`src/rtl/keccak_pkg.sv`:
```
// keccak_pkg: lane width and Keccak state type shared by the Keccak blocks
package keccak_pkg;
  parameter int N = 64;
  typedef logic [4:0][4:0][N-1:0] state;
endpackage

```
`src/rtl/keccak_squeeze.sv`:
```
// keccak_squeeze: emits rate lanes of permuted states, requesting new permutations until out_len lanes are out
module keccak_squeeze #(
  parameter int N = keccak_pkg::N,
  parameter int RATE_LANES = 17
) (
  input  logic              clk,
  input  logic              rst_n,
  input  logic              start,
  input  logic [7:0]        out_len,
  input  keccak_pkg::state  st_in,
  input  logic              st_valid,
  output logic              st_ready,
  output logic              perm_req,
  output logic [N-1:0]      dout,
  output logic              dout_valid,
  input  logic              dout_ready,
  output logic              dout_last,
  output logic              busy,
  output logic              done
);
  localparam int W = RATE_LANES > 1 ? $clog2(RATE_LANES) : 1;
  localparam logic [W-1:0] LAST = W'(RATE_LANES - 1);
  typedef enum logic [1:0] {IDLE, WAIT_ST, EMIT, REQ} state_t;
  state_t state_q, state_d;
  logic [7:0] rem_q, rem_d;
  logic [W-1:0] idx_q, idx_d;
  logic [RATE_LANES-1:0][N-1:0] buf_q, buf_d;
  logic done_q, done_d;
  always_comb begin
    state_d = state_q;
    rem_d = rem_q;
    idx_d = idx_q;
    buf_d = buf_q;
    done_d = 1'b0;
    case (state_q)
      IDLE: if (start) begin
        if (out_len != 8'd0) begin
          rem_d = out_len;
          state_d = WAIT_ST;
        end else done_d = 1'b1;
      end
      WAIT_ST: if (st_valid) begin
        for (int i = 0; i < RATE_LANES; i++) buf_d[i] = st_in[i/5][i%5];
        idx_d = '0;
        state_d = EMIT;
      end
      EMIT: if (dout_ready) begin
        rem_d = rem_q - 8'd1;
        idx_d = idx_q == LAST ? '0 : idx_q + 1'b1;
        // job end wins over the rate boundary so no trailing perm_req
        if (rem_q == 8'd1) begin
          done_d = 1'b1;
          state_d = IDLE;
        end else if (idx_q == LAST) state_d = REQ;
      end
      REQ: state_d = WAIT_ST;
    endcase
  end
  always_ff @(posedge clk or negedge rst_n) begin
    if (!rst_n) begin
      state_q <= IDLE;
      rem_q <= '0;
      idx_q <= '0;
      buf_q <= '0;
      done_q <= 1'b0;
    end else begin
      state_q <= state_d;
      rem_q <= rem_d;
      idx_q <= idx_d;
      buf_q <= buf_d;
      done_q <= done_d;
    end
  end
  assign st_ready = state_q == WAIT_ST;
  assign perm_req = state_q == REQ;
  assign dout_valid = state_q == EMIT;
  assign dout = dout_valid ? buf_q[idx_q] : '0;
  assign dout_last = dout_valid && rem_q == 8'd1;
  assign busy = state_q != IDLE;
  assign done = done_q;
endmodule

```
`config.mk`:
```
export PLATFORM = sky130hd
export DESIGN_NAME = keccak_squeeze
export DESIGN_NICKNAME = d
export VERILOG_FILES = /design/src/rtl/keccak_pkg.sv /design/src/rtl/keccak_squeeze.sv
export SDC_FILE = /design/constraint.sdc
export NUM_CORES = 2
export LEC_CHECK = 0
export CAP_MARGIN = 5
export CORE_AREA = 2 2 663 665
export DETAILED_ROUTE_END_ITERATION = 12
export DIE_AREA = 0 0 665 667
export PLACE_DENSITY = 0.3
export SYNTH_ARGS = -nofsm -noshare
export SYNTH_HDL_FRONTEND = slang
export SYNTH_SLANG_ARGS = --single-unit
```
`constraint.sdc`:
```
create_clock -name clk -period 5.8 [get_ports clk]
set_clock_uncertainty 0.05 [all_clocks]
set_input_delay 1.16 -clock clk [delete_from_list [all_inputs] [get_ports clk]]
set_output_delay 1.16 -clock clk [all_outputs]
set_load 0.01 [all_outputs]
```
==> summary.txt <==
Run status
  – Status: completed

Yosys
  – Post-synthesis simple-gate area fraction: 0.0123
  – Number of synthesized register bits: 1104
  – Sequential share of the synthesized area: 0.550
  – Synth area leaders: dfrtp_1 55%, mux2_2 25%, mux4_2 8.0%, mux2i_1 2.8%, buf_2 1.4%
  – Synth Area in XOR/XNOR: 0
  – Syn_area_per_cell: 15.4 µm²
  – Synth Area in Compound Gates: 0.0526
  – Synthesized instance count: 3258
  – EDFF count, synth: 0
  – Main combinational cell family by area after synthesis: multiplexers
  – Syn_nets: 4879
  – Post-synthesis mux area share: 0.354
  – Mapped Area: 50200 µm²
  – Post-synthesis adder-cell area fraction: 0.00199
  – Top_reg_cell synth: dfrtp_1
  – Synth warn: 0
  – List of most frequent post-synthesis cells: 1104 x dfrtp_1, 1096 x mux2_2, 178 x mux4_2, 145 x buf_2, 141 x mux2i_1
  – Asr flop ratio synth: 1.00
  – Synth top area share: 0.550
  – Count leader, synth: dfrtp_1
  – Yosys cell types: 57
  – Cell taking the most area after synthesis: dfrtp_1

Floorplanning
  – Die width: 665 µm
  – Starting Density: 0.115
  – Die Y: 667 µm
  – Rows: 243
  – Core Area: 437000 µm²
  – Die ar.: 444000 µm²
  – Io pins: 1683

STA
  – Slew margin rel.: 0.108
  – Fmax: 178 MHz
  – Actual slew at the worst max-slew pin: 1.33 ns
  – Unrepaired setup endpoints after global routing: no
  – Slew Limit Fails: 0
  – Final period utilization: 0.969
  – Fin. Hold Viols: 0
  – Final min period: 5.62 ns
  – Final setup fails: 0
  – Setup_tns: 0 ns

Setup path
  – R2r worst-path depth: 5
  – CP endpoint: dout[45]
  – Worst R2R Start: idx_q[3]
  – CP Launch Type: register
  – Slowest CP cell: o221ai_1
  – CP Capture Type: output port
  – Ordered list of cells on the worst path: or3b_4 -> buf_4 -> o221ai_1 -> a21oi_1 -> a211oi_2 -> clkdlybuf4s50_1
  – Setup slack, reg-to-reg: 2.55 ns
  – CP Launch Point: idx_q[2]
  – CP arrival: 4.41 ns
  – Crit Path Category: reg2out
  – Worst reg2reg path endpoint: state_q[0]
  – Critical Path RT: 4.59 ns
  – Max incr delay on CP: 0.84 ns
  – Critical Path Fanout Max: 14

Drt
  – Final ANT Viol Nets: 0
  – Total Wirelength: 313 mm
  – Vias/cell: 3.38
  – Post-DR wirelength/cell: 29.8 µm
  – Routed vias: 35500
  – First-pass DRT Iterations: 5
  – Residual DRC: 0
  – First DRT Iteration DRCs: 1763

CTS
  – Root buffer cell: clkbuf_16
  – Reg clk slew, reported paths: 0.06 ns
  – CTS tree: done
  – Clk buf depth: 4
  – Worst skew pair latency: 0.89 ns
  – CTS sink count: 1104
  – TritonCTS buffer count: 162
  – H-tree depth: 4

GRT
  – GR Util met2: 0.209
  – Largest net degree at the start of global routing: 135
  – First-pass GRT wire length: 400 mm
  – Grt total ovfl: 0
  – Met3 Usage GRT: 0.0621
  – Most used routing layer: met2
  – Gr usage total: 0.137
  – Met1 global-route usage: 0.170
  – Initial antenna violation count: 386
  – Vias in the first global route: 38200

Placement
  – IO Port Bufs: 1170
  – DPL Wire Length: 249 mm
  – Gpl congestion: 0.782

Power and ir drop
  – Pwr Density: 515 nW/µm²
  – Worst VDD drop: 0.220 mV
  – Post-layout power: 38.8 mW
  – Pleak: 28.1 nW

Layout
  – Area grow syn2layout: 50.3%
  – Share of cells above drive strength 1: 0.383
  – Filler cell count: 47800
  – Final #Nets: 6154

Flow run
  – Max Cap Viol: 0

Hold path
  – Hold/Removal Path Class: in2async
==> worst max-delay path: cells and delay by family, from the launching register on <==
family	cells	cell delay [ns]
AND/OR/NAND/NOR	1	0.59
AO/OA/AOI/OAI	3	1.28
buffers and inverters	2	0.99
flip-flops	1	0.63
==> cell type report <==
cell class	instances	area, µm²	share of cell area
Antenna cell	97	243	0.00322
Sequential cell	1104	27600	0.366
Timing Repair Buffer	1359	13800	0.183
Inverter	13	58.8	0.000780
Multi-Input combinational cell	1893	21200	0.281
Clock buffer	232	4630	0.0613
Tap cell	5757	7200	0.0955
Clock inverter	42	631	0.00836
==> metrics by stage <==
step	setup WS, ns	cell area [µm²]	hold WS [ns]	std cells	utilization
finish	0.178	75400	0.203	10500	0.173
global route	0.0809	75300	0.166	10400	0.172
CTS	0.00887	75200	0.117	10400	0.172
detailed placement	0.418	69800	0.435	10100	0.160
global placement	0.415	69800	0.432	10100	0.160
floorplan	2.79	50200	0.421	3258	-
==> state kept, by name, summed over array words and instances, names as in the netlist <==
name / cells
done: 1
rem_q: 8
idx_q: 5
buf_q: 1088
state_q: 2
==> cell usage in the layout (no fill, tap or decap), types with 11 or more instances in the layout <==
cell	count
o221ai_1	55
clkbuf_16	162
buf_4	149
nor2b_1	11
a21oi_1	121
a22oi_1	41
nand2_1	16
o22ai_1	22
clkbuf_1	39
mux2_2	1096
dfrtp_1	1100
diode_2	97
nor3_1	12
clkbuf_8	31
a211oi_1	28
clkinv_2	17
clkdlybuf4s50_1	1155
a211oi_2	31
buf_12	53
mux4_2	178
nor2_1	19
mux2i_1	141
==> metal layers <==
metal  share of wire  vias up  wire (µm)
met5          0.0051        -       1610
met4           0.035      254      11000
met3            0.10      690      31900
met2            0.44     1488     137000
met1            0.42    18000     132000
li1                -    15000          -
==> cells by family after synthesis <==
logic type,after synthesis
mux,1416
fa+ha+maj,8
compound gates,356
flops,1104
buf+inv,261
simple gates,113
==> power breakdown <==
group / switching, mW / internal (mW)
logic: 7.08 / 7.68
clock network: 4.19 / 6.00
registers: 2.19 / 11.7
total: 13.5 / 25.4
==> worst min-delay path by stage <==
stage                     startpoint     endpoint  slack [ns]  depth (start not counted)
after detailed placement  buf_q[489]   buf_q[489]        0.44                          1
after global routing           rst_n  buf_q[1042]        0.17                          1
after floorplan           buf_q[219]   buf_q[219]        0.42                          1
final                          rst_n  buf_q[1042]        0.20                          1
after CTS                      rst_n  buf_q[1042]        0.12                          1
after global placement    buf_q[516]   buf_q[516]        0.43                          1
==> repair_timing <==
action / 4_1_cts / 5_1_grt
resized for setup: 4 / 0
setup buffers: 7 / 0
hold buffers: 0 / 0
setup endpoints to repair: 48 / 0
No activity file was read; power rests on OpenSTA's default activity.
